File: config.mk
export PLATFORM = sky130hd
export DESIGN_NAME = keycode_move_queue
export DESIGN_NICKNAME = d
export VERILOG_FILES = /design/src/rtl/frogger_pkg.sv /design/src/rtl/keyq_fifo.sv /design/src/rtl/keycode_move_queue.sv
export SDC_FILE = /design/constraint.sdc
export NUM_CORES = 1
export LEC_CHECK = 0
export BUFFER_PORTS_ARGS = -buffer_cell sky130_fd_sc_hd__buf_2
export CAP_MARGIN = 20
export CORE_MARGIN = 5
export CORE_UTILIZATION = 55
export DETAILED_ROUTE_END_ITERATION = 6
export GPL_TIMING_DRIVEN = 0
export PLACE_DENSITY_LB_ADDON = 0.12
export SYNTH_ARGS = -nofsm -noshare
export SYNTH_HDL_FRONTEND = slang
export SYNTH_SLANG_ARGS = --single-unit
File: constraint.sdc
create_clock -name Clk -period 2.8 [get_ports Clk]
set_input_delay 0.84 -clock Clk [delete_from_list [all_inputs] [get_ports Clk]]
set_output_delay 0.84 -clock Clk [all_outputs]
set_load 0.01 [all_outputs]
File: src/rtl/frogger_pkg.sv
// Shared types for the frog keyboard path: move directions, HID codes and the keycode decoder.
package frogger_pkg;

  typedef enum logic [1:0] {
    UP    = 2'd0,
    DOWN  = 2'd1,
    LEFT  = 2'd2,
    RIGHT = 2'd3
  } dir_t;

  typedef enum logic [1:0] {
    ST_IDLE   = 2'd0,
    ST_DELAY  = 2'd1,
    ST_REPEAT = 2'd2
  } rep_state_t;

  // A decoded key: valid=0 stands for NONE.
  typedef struct packed {
    logic valid;
    dir_t dir;
  } key_t;

  localparam logic [7:0] HID_W = 8'h1A;
  localparam logic [7:0] HID_A = 8'h04;
  localparam logic [7:0] HID_S = 8'h16;
  localparam logic [7:0] HID_D = 8'h07;

  function automatic key_t decode_byte(input logic [7:0] code);
    key_t k;
    k.valid = 1'b1;
    k.dir   = UP;
    case (code)
      HID_W:   k.dir = UP;
      HID_S:   k.dir = DOWN;
      HID_A:   k.dir = LEFT;
      HID_D:   k.dir = RIGHT;
      default: k.valid = 1'b0;
    endcase
    return k;
  endfunction

  // Primary byte wins; secondary is consulted only when the primary is not a direction.
  function automatic key_t decode_keycode(input logic [15:0] kc);
    key_t p;
    p = decode_byte(kc[7:0]);
    return p.valid ? p : decode_byte(kc[15:8]);
  endfunction

endpackage

File: src/rtl/keyq_fifo.sv
// First-word-fall-through FIFO for move commands; head is forced to zero while empty.
module keyq_fifo #(
  parameter int unsigned DEPTH = 4,
  parameter int unsigned WIDTH = 2
) (
  input  logic                         clk,
  input  logic                         rst_n,
  input  logic                         i_push,
  input  logic [WIDTH-1:0]             i_din,
  input  logic                         i_pop,
  output logic [WIDTH-1:0]             o_dout_c,
  output logic                         o_full_c,
  output logic                         o_empty_c,
  output logic [$clog2(DEPTH+1)-1:0]   o_count
);

  localparam int unsigned PTR_W = $clog2(DEPTH);
  localparam int unsigned CNT_W = $clog2(DEPTH + 1);

  logic [WIDTH-1:0] r_mem [DEPTH];
  logic [PTR_W-1:0] r_wptr;
  logic [PTR_W-1:0] r_rptr;
  logic [CNT_W-1:0] r_count;
  logic             w_do_push;
  logic             w_do_pop;

  assign o_count   = r_count;
  assign o_empty_c = (r_count == '0);
  assign o_full_c  = (r_count == CNT_W'(DEPTH));
  assign o_dout_c  = o_empty_c ? '0 : r_mem[r_rptr];

  // A pop in the same cycle frees the slot, so a push into a full FIFO is still accepted.
  assign w_do_pop  = i_pop && !o_empty_c;
  assign w_do_push = i_push && (!o_full_c || w_do_pop);

  always_ff @(posedge clk or negedge rst_n) begin
    if (!rst_n) begin
      r_wptr  <= '0;
      r_rptr  <= '0;
      r_count <= '0;
      for (int unsigned i = 0; i < DEPTH; i++) begin
        r_mem[i] <= '0;
      end
    end else begin
      if (w_do_push) begin
        r_mem[r_wptr] <= i_din;
        r_wptr        <= r_wptr + PTR_W'(1);
      end
      if (w_do_pop) begin
        r_rptr <= r_rptr + PTR_W'(1);
      end
      case ({w_do_push, w_do_pop})
        2'b10:   r_count <= r_count + CNT_W'(1);
        2'b01:   r_count <= r_count - CNT_W'(1);
        default: r_count <= r_count;
      endcase
    end
  end

endmodule

File: src/rtl/keycode_move_queue.sv
// Converts HID keycodes into queued frog move commands. Define KEYQ_TYPEMATIC_EN to enable
// frame-paced key repeat; without it each press yields exactly one command.
module keycode_move_queue
  import frogger_pkg::*;
#(
  parameter int unsigned DEPTH         = 4,
  parameter int unsigned REPEAT_DELAY  = 20,
  parameter int unsigned REPEAT_PERIOD = 8
) (
  input  logic                       Clk,
  input  logic                       Reset_n,
  input  logic [15:0]                keycode,
  input  logic                       frame_clk,
  input  logic                       move_ready,
  output logic                       move_valid,
  output logic [1:0]                 move_dir,
  output logic                       overflow,
  output logic [$clog2(DEPTH+1)-1:0] q_count
);

  logic r_fs_meta;
  logic r_fs_sync;
  logic r_fs_prev;
  logic w_tick;
  key_t w_key;
  key_t r_held;
  logic w_press;
  logic w_rep;
  logic w_push;
  dir_t w_push_dir;
  logic w_pop;
  logic w_full;
  logic w_empty;
  logic r_overflow;

  // Frame strobe: synchronise vsync and pulse on its falling edge.
  always_ff @(posedge Clk or negedge Reset_n) begin
    if (!Reset_n) begin
      r_fs_meta <= 1'b1;
      r_fs_sync <= 1'b1;
      r_fs_prev <= 1'b1;
    end else begin
      r_fs_meta <= frame_clk;
      r_fs_sync <= r_fs_meta;
      r_fs_prev <= r_fs_sync;
    end
  end

  assign w_tick  = r_fs_prev && !r_fs_sync;
  assign w_key   = decode_keycode(keycode);
  assign w_press = w_key.valid && (!r_held.valid || (r_held.dir != w_key.dir));

  always_ff @(posedge Clk or negedge Reset_n) begin
    if (!Reset_n) begin
      r_held <= '0;
    end else begin
      r_held <= w_key;
    end
  end

`ifdef KEYQ_TYPEMATIC_EN
  localparam int unsigned REP_MAX = (REPEAT_DELAY > REPEAT_PERIOD) ? REPEAT_DELAY : REPEAT_PERIOD;
  localparam int unsigned RCNT_W  = $clog2(REP_MAX + 1);

  rep_state_t        r_state;
  logic [RCNT_W-1:0] r_cnt;

  // Repeat fires on the tick that completes the current interval, unless a press supersedes it.
  assign w_rep = w_tick && !w_press && w_key.valid &&
                 (((r_state == ST_DELAY)  && (r_cnt == RCNT_W'(REPEAT_DELAY - 1))) ||
                  ((r_state == ST_REPEAT) && (r_cnt == RCNT_W'(REPEAT_PERIOD - 1))));

  always_ff @(posedge Clk or negedge Reset_n) begin
    if (!Reset_n) begin
      r_state <= ST_IDLE;
      r_cnt   <= '0;
    end else if (w_press) begin
      r_state <= ST_DELAY;
      r_cnt   <= '0;
    end else if (!w_key.valid) begin
      r_state <= ST_IDLE;
      r_cnt   <= '0;
    end else if (w_tick) begin
      case (r_state)
        ST_DELAY: begin
          if (w_rep) begin
            r_state <= ST_REPEAT;
            r_cnt   <= '0;
          end else begin
            r_cnt <= r_cnt + RCNT_W'(1);
          end
        end
        ST_REPEAT: begin
          if (w_rep) begin
            r_cnt <= '0;
          end else begin
            r_cnt <= r_cnt + RCNT_W'(1);
          end
        end
        default: r_cnt <= r_cnt;
      endcase
    end
  end
`else
  logic w_unused_tick;

  assign w_rep         = 1'b0;
  assign w_unused_tick = w_tick;
`endif

  assign w_push     = w_press || w_rep;
  assign w_push_dir = w_press ? w_key.dir : r_held.dir;
  assign w_pop      = move_valid && move_ready;

  keyq_fifo #(
    .DEPTH (DEPTH),
    .WIDTH (2)
  ) u_fifo (
    .clk       (Clk),
    .rst_n     (Reset_n),
    .i_push    (w_push),
    .i_din     (w_push_dir),
    .i_pop     (w_pop),
    .o_dout_c  (move_dir),
    .o_full_c  (w_full),
    .o_empty_c (w_empty),
    .o_count   (q_count)
  );

  assign move_valid = !w_empty;

  // Sticky drop flag: push into a full queue with no pop to make room.
  always_ff @(posedge Clk or negedge Reset_n) begin
    if (!Reset_n) begin
      r_overflow <= 1'b0;
    end else if (w_push && w_full && !w_pop) begin
      r_overflow <= 1'b1;
    end
  end

  assign overflow = r_overflow;

endmodule

After elaboration in Yosys (flattened, before gate mapping)
Index checks and enable logic that the tools add are counted.
{"block": "word_totals", "out_inout_bits": 7, "word_cells": 62, "inputBits": 20, "reg_bits": 19}
{"block": "op_classes", "n_mux": 14, "n_addsub": 4, "bitwise": 2, "n_eq_ne": 12, "n_reduce_logical": 17, "order_cmp": 3}
{"cell": "equality test 8 x 3 -> 1 bit (second input constant)", "count": 4}
{"cell": "equality test 8 x 5 -> 1 bit (second input constant)", "count": 4}
{"cell": "one-hot mux 2 bit (3 select lines)", "count": 2}
{"cell": "2-to-1 mux 2 bit", "count": 5}
{"cell": "bitwise mux 8 bit", "count": 1}
{"cell": "OR reduction 4 bit", "count": 2}
{"cell": "logical AND 1 bit", "count": 7}
{"cell": ">= comparator 3 bit (second input constant)", "count": 2}
{"cell": "NOT 2 -> 3 bit", "count": 2}
{"cell": "one-hot mux 3 bit (2 select lines)", "count": 1}
{"cell": "adder 2 x 1 -> 2 bit (second input constant)", "count": 2}
{"cell": "binary-select mux 2 bit (select 2 bit)", "count": 1}
{"cell": "demux 2 bit (select 2 bit)", "count": 1}
{"cell": "logical NOT 1 bit", "count": 4}
{"cell": "adder 3 x 1 -> 3 bit (second input constant)", "count": 1}
{"cell": "equality test 3 bit (second input constant)", "count": 1}
{"cell": "logical NOT 3 bit", "count": 1}
{"cell": "less-than comparator 3 x 1 -> 1 bit (second input constant)", "count": 1}
{"cell": "2-to-1 mux 3 bit", "count": 1}
{"cell": "subtractor 3 x 1 -> 3 bit (second input constant)", "count": 1}
{"cell": "equality test 2 x 1 -> 1 bit (second input constant)", "count": 1}
{"cell": "equality test 2 bit (second input constant)", "count": 1}
{"cell": "logical OR 1 bit", "count": 2}
{"cell": "2-to-1 mux 1 bit", "count": 2}
{"cell": "2 further kinds", "count": 2}

Logic depth before layout (Yosys ltp)
{"block": "logic_depth", "ltp_word": 10, "mapped_depth": 12, "ltp_nobuf": 12}

By module
Synthesis repeated with hierarchy kept, for this count alone.
{"block": "unflattened", "cells_unflattened": 106, "hier_area_um2": 1219.9}
{"mod": "keyq_fifo", "seq_area_each_um2": 375.4, "cells_per_inst": 61, "instances": 1, "area_per_inst_um2": 794.5}
{"mod": "keycode_move_queue", "seq_area_each_um2": 100.1, "cells_per_inst": 45, "instances": 1, "area_per_inst_um2": 425.4}

Worst setup path after synthesis
No wires, ideal clock.
{"block": "synth_path", "path_kind": "input to register", "from": "input port keycode[5]", "to": "register u_fifo.r_count[1] (netlist: u_fifo.o_count[1])", "arrival_time_ns": 3.286, "path_slack_ns": -0.610, "path_buffers": 0, "required_ns": 2.676, "path_stages": 10, "setup_time_ns": 0.124, "path_cell_list": "or3_4 nor4_4 o21bai_1 a21oi_2 nand2_1 a21oi_1 fa_1 nor3_1 a211oi_1 a211o_1"}
{"block": "synth_via", "elab_chain_len": 10, "elab_cells_between_ends": 16, "cone_classes": "7 x eq/ne; 4 x mux; 5 x reduce/logical"}
{"element": "from (decl)", "line_no": "keycode_move_queue.sv:12", "rtl": "input logic [15:0] keycode,"}
{"element": "equality test 8 x 3 -> 1 bit / equality test 8 x 5 -> 1 bit (equally long branches)", "line_no": "frogger_pkg.sv:32", "rtl": "case (code)"}
{"element": "OR reduction 4 bit (no line)"}
{"element": "2-to-1 mux 1 bit", "line_no": "frogger_pkg.sv:32"}
{"element": "2-to-1 mux 3 bit (*)", "line_no": "frogger_pkg.sv:46", "rtl": "return p.valid ? p : decode_byte(kc[15:8]);"}
{"element": "!= test 2 bit", "line_no": "keycode_move_queue.sv:51", "rtl": "assign w_press = w_key.valid && (!r_held.valid || (r_held.dir != w_key.dir));"}
{"element": "logical OR 1 bit", "line_no": "keycode_move_queue.sv:51"}
{"element": "logical AND 1 bit (*)", "line_no": "keycode_move_queue.sv:51"}
{"element": "logical AND 1 bit (*)", "line_no": "keyq_fifo.sv:34", "rtl": "assign w_do_push = i_push && (!o_full_c || w_do_pop);"}
{"element": "equality test 2 x 1 -> 1 bit / equality test 2 bit (equally long branches)", "line_no": "keyq_fifo.sv:52", "rtl": "case ({w_do_push, w_do_pop})"}
{"element": "one-hot mux 3 bit (2 select lines) / nonzero test 2 bit (equally long branches)"}
{"element": "to (signal assigned)", "line_no": "keyq_fifo.sv:53", "rtl": "2'b10: r_count <= r_count + CNT_W'(1);"}
{"element": "to (signal assigned)", "line_no": "keyq_fifo.sv:54", "rtl": "2'b01: r_count <= r_count - CNT_W'(1);"}
{"element": "to (signal assigned)", "line_no": "keyq_fifo.sv:55", "rtl": "default: r_count <= r_count;"}
{"element": "to (decl)", "line_no": "keyq_fifo.sv:23", "rtl": "logic [CNT_W-1:0] r_count;"}
Every way passes the cells marked *; elsewhere a longest branch is shown, timed or not.
A chain may end at the register's enable or synchronous reset.

Worst setup path after layout
{"block": "layout_path", "from": "input port keycode[3]", "to": "register u_fifo.r_count[1] (netlist: u_fifo.o_count[1])"}
The elaborated chain is that of the path after synthesis.

==> metrics.md <==
| Metric | Value |
|---|---|
| Worst skew pair latency | `roughly 0.31 ns` |
| Post-CTS Hold Buffers | `0` |
| Number of port buffers | `24` |
| Worst Clk Skew | `0.0150 ns` |
| Met3 wire len | `165 µm` |
| Largest net degree at the start of global routing | `20` |
| Worst Setup Start Kind | `input pin` |
| Fin crit share | `112%` |
| Synth warn | `0` |
| CP required | `approximately 3.0 ns` |
| Initial Util | `57.2%` |
| Cells after DPL | `192` |
| Status | `complete, but fails checks` |
| Minimum clock period | `3.14 ns` |
| CP Max Fanout | `5` |
| Post-synthesis instance total | `between 100 and 150` |
| Place WS | `-0.915 ns` |
| Vias in the first global route | `1232` |
| Sequential share of the synthesized area | `33.9%` |
| Largest area contributor in the netlist | `dfrtp_1` |
| Ys async rst share | `100%` |
| Final GP Congestion | `0.770` |
| Post-synth top area share | `33.9%` |
| DR vias | `1324` |
| Share of cells above drive strength 1 | `50.8%` |
| Fin cells | `215` |
| Leakage | `0.863 nW` |
| Detailed Route Iter0 Violations | `97` |
| Max frequency | `0.318 GHz` |
| Crit Reg-Reg Endpoint | `u_fifo.o_count[2]$_DFFE_PN0P_` |
| Most frequent cells in the layout | `buf_2 (20), dfrtp_1 (19), buf_4 (16)` |
| Die Height | `around 61 µm` |
| Num rows | `18` |
| Worst-path cell chain | `buf_2 > or3b_4 > nor3_4 > buf_6 > nor4_4 > o211ai_4 > nand2_2 > a21oi_2 > fa_2 > nand3_2 > o21ai_0 > a211o_1` |
| DRC | `0` |
| Via/cell ratio | `6.16` |
| Max cap viols | `0` |
| Crit path capture type | `flop` |
| Synth Register Bits | `19` |
| Grt total ovfl | `0` |
| Reg2reg setup slack | `0.09 ns` |
| Die area | `approximately 3700 µm²` |
| Clk slew on worst S/H paths | `0.12 ns` |
| Routed metal-1 wirelength | `1590 µm` |
| WL met2 | `2200 µm` |
| Tightest Hold Check Type | `in -> async` |
| Antenna Diode Count | `0` |
| Multi-input logic area | `roughly 1100 µm²` |
| Worst Path Arrival | `3.35 ns` |
| Clock sink count | `19` |
| Worst-Margin Slew | `0.793 ns` |
| Violated checks | `setup timing` |
| Top post-synthesis cells by area | `dfrtp_1 (34%), mux2_2 (6.4%), ha_1 (3.6%)` |
| Post-synth cell types | `54` |
| Setup ws final | `-0.342 ns` |
| Chip Width | `60.5 µm` |
| FF+latch area | `475 µm²` |
| Crit path largest cell delay | `approximately 0.52 ns` |
| Uppermost layer routed | `met4` |
| WL final | `4040 µm` |
| RSZ-0062 raised after global routing | `true` |
| Slew Limit Fails | `0` |
| Post-synthesis net count | `between 150 and 200` |
| Drt pass-1 iters | `4` |
| Top_reg_cell synth | `dfrtp_1` |
| Fin. Hold Viols | `0` |
| Critical path class | `in -> reg` |
| Worst R2R Path Depth | `9` |
| Nets | `approximately 210` |
| Initial antenna violation count | `0` |
| First-pass GRT wire length | `5750 µm` |
| Area delta synth->final | `37.7%` |
| TritonCTS Buffers | `3` |
| Wire per inst | `between 15 and 20 µm` |
| Placed wire-length estimate | `2460 µm` |
| Core ar. | `about 2500 µm²` |
| H-tree Lvls | `1` |
| FF-to-FF Start | `u_fifo.o_count[0]$_DFFE_PN0P_` |
| Pwr per Cell Area | `around 540 nW/µm²` |
| Cell Area, Synth | `~1400 µm²` |
| VDD IR-drop max | `617 µV` |
| Filler cell count | `156` |
| CTS root buf | `clkbuf_4` |
| Total track usage | `about a fifth` |
| IO Count | `27` |
| EDFF count, synth | `0` |
| Mean Syn Cell Area | `10.2 µm²` |
| Leading cell type in the layout, fill and taps excluded | `buf_2` |
| Count of final setup violators | `9` |
| Slowest-stage cell, CP | `fa_2` |
| CTS tree | `yes` |
| DRT antenna net count | `0` |
| Slew Limit Headroom | `46.4%` |
| Max Buffers Root-to-Sink | `2` |
## cell usage after synthesis, drive strengths merged (2+ instances only)
cell	instances
o221ai	2
or2	2
nand3	6
a211o	2
xor2	4
nand4	2
a21oi	3
o21bai	2
nor2b	5
dfrtp	19
xnor2	5
nor4	3
mux4	2
a2bb2oi	2
a211oi	2
o211ai	2
o21ai	4
nor2	4
ha	4
nor3	7
inv	8
nand4b	2
mux2	9
or3	3
nand2	14
## what timing repair did
| item | CTS | global route |
|---|---|---|
| pin swaps | 12 | 16 |
| gates resized for setup | 20 | 17 |
| setup buffers | 11 | 8 |
| setup endpoints to repair | 10 | 9 |
## cell families (layout without fill, tap and decap cells)
group           after synthesis  count (layout)  share of synthesized area (%)
mux                          12              12                           11.1
buf+inv                      10              57                           2.67
flops                        19              19                           33.9
fa+ha+maj                     5               5                           4.99
simple gates                 54              54                           23.4
compound gates               29              29                           18.3
xor+xnor                      9               9                           5.61
## worst max path at each step
stage | startpoint | to | slack [ns] | cells after the start
final | keycode[3] | u_fifo.o_count[1]$_DFFE_PN0P_ | -0.34 | 12
after CTS | keycode[5] | u_fifo.o_count[1]$_DFFE_PN0P_ | -0.30 | 13
after floorplan | keycode[6] | u_fifo.o_count[1]$_DFFE_PN0P_ | -0.54 | 10
after global placement | keycode[6] | u_fifo.o_count[2]$_DFFE_PN0P_ | -0.88 | 12
after global routing | keycode[6] | u_fifo.o_count[1]$_DFFE_PN0P_ | -0.41 | 12
after detailed placement | keycode[6] | u_fifo.o_count[2]$_DFFE_PN0P_ | -0.91 | 12
## cell type report
cell class,count,area share (%)
Multi-Input combinational cell,109,54.5
Sequential cell,19,24.6
Timing Repair Buffer,43,15.5
Tap cell,30,1.94
Inverter,9,1.88
Clock buffer,3,1.17
Clock inverter,1,0.259
Buffer,1,0.194
## critical path, delay by kind of cell
family	cells	cell delay [ns]
buf+inv	2	0.28
compound gates	4	0.75
fa+ha+maj	1	0.52
simple gates	5	0.96
## report_power, final
part,switching [mW],internal (mW)
Sequential,0.0912,0.333
Combinational,0.251,0.227
Clock,0.0915,0.0533
Total,0.433,0.613
## flip-flops by register name, summed over array words and instances (netlist names)
| signal | cells |
|---|---|
| u_fifo.o_count | 3 |
| overflow | 1 |
| u_fifo.r_rptr | 2 |
| r_held | 3 |
| u_fifo.r_wptr | 2 |
| u_fifo.r_mem | 8 |
## metrics by stage
step	TNS, ns	power [mW]	area, µm²	utilization [%]	hold slack [ns]
2_1_floorplan	-1.53	0.677	1410	-	0.459
5_1_grt	-1.54	1.11	1930	78.7	0.457
3_3_place_gp	-4.78	0.782	1570	63.9	0.451
3_5_place_dp	-5.28	0.807	1570	63.9	0.459
4_1_cts	-0.568	0.994	1800	73.1	0.463
6_report	-0.806	1.05	1930	78.7	0.447
## per-layer routing
layer  vias to the layer above  global-route usage, %
met1                       658                   24.3
met4                         0                   6.50
met2                        46                   39.2
met3                         8                   4.04
met5                         -                      0
li1                        612                      -
Note: power is estimated with default switching activity, not from simulation.
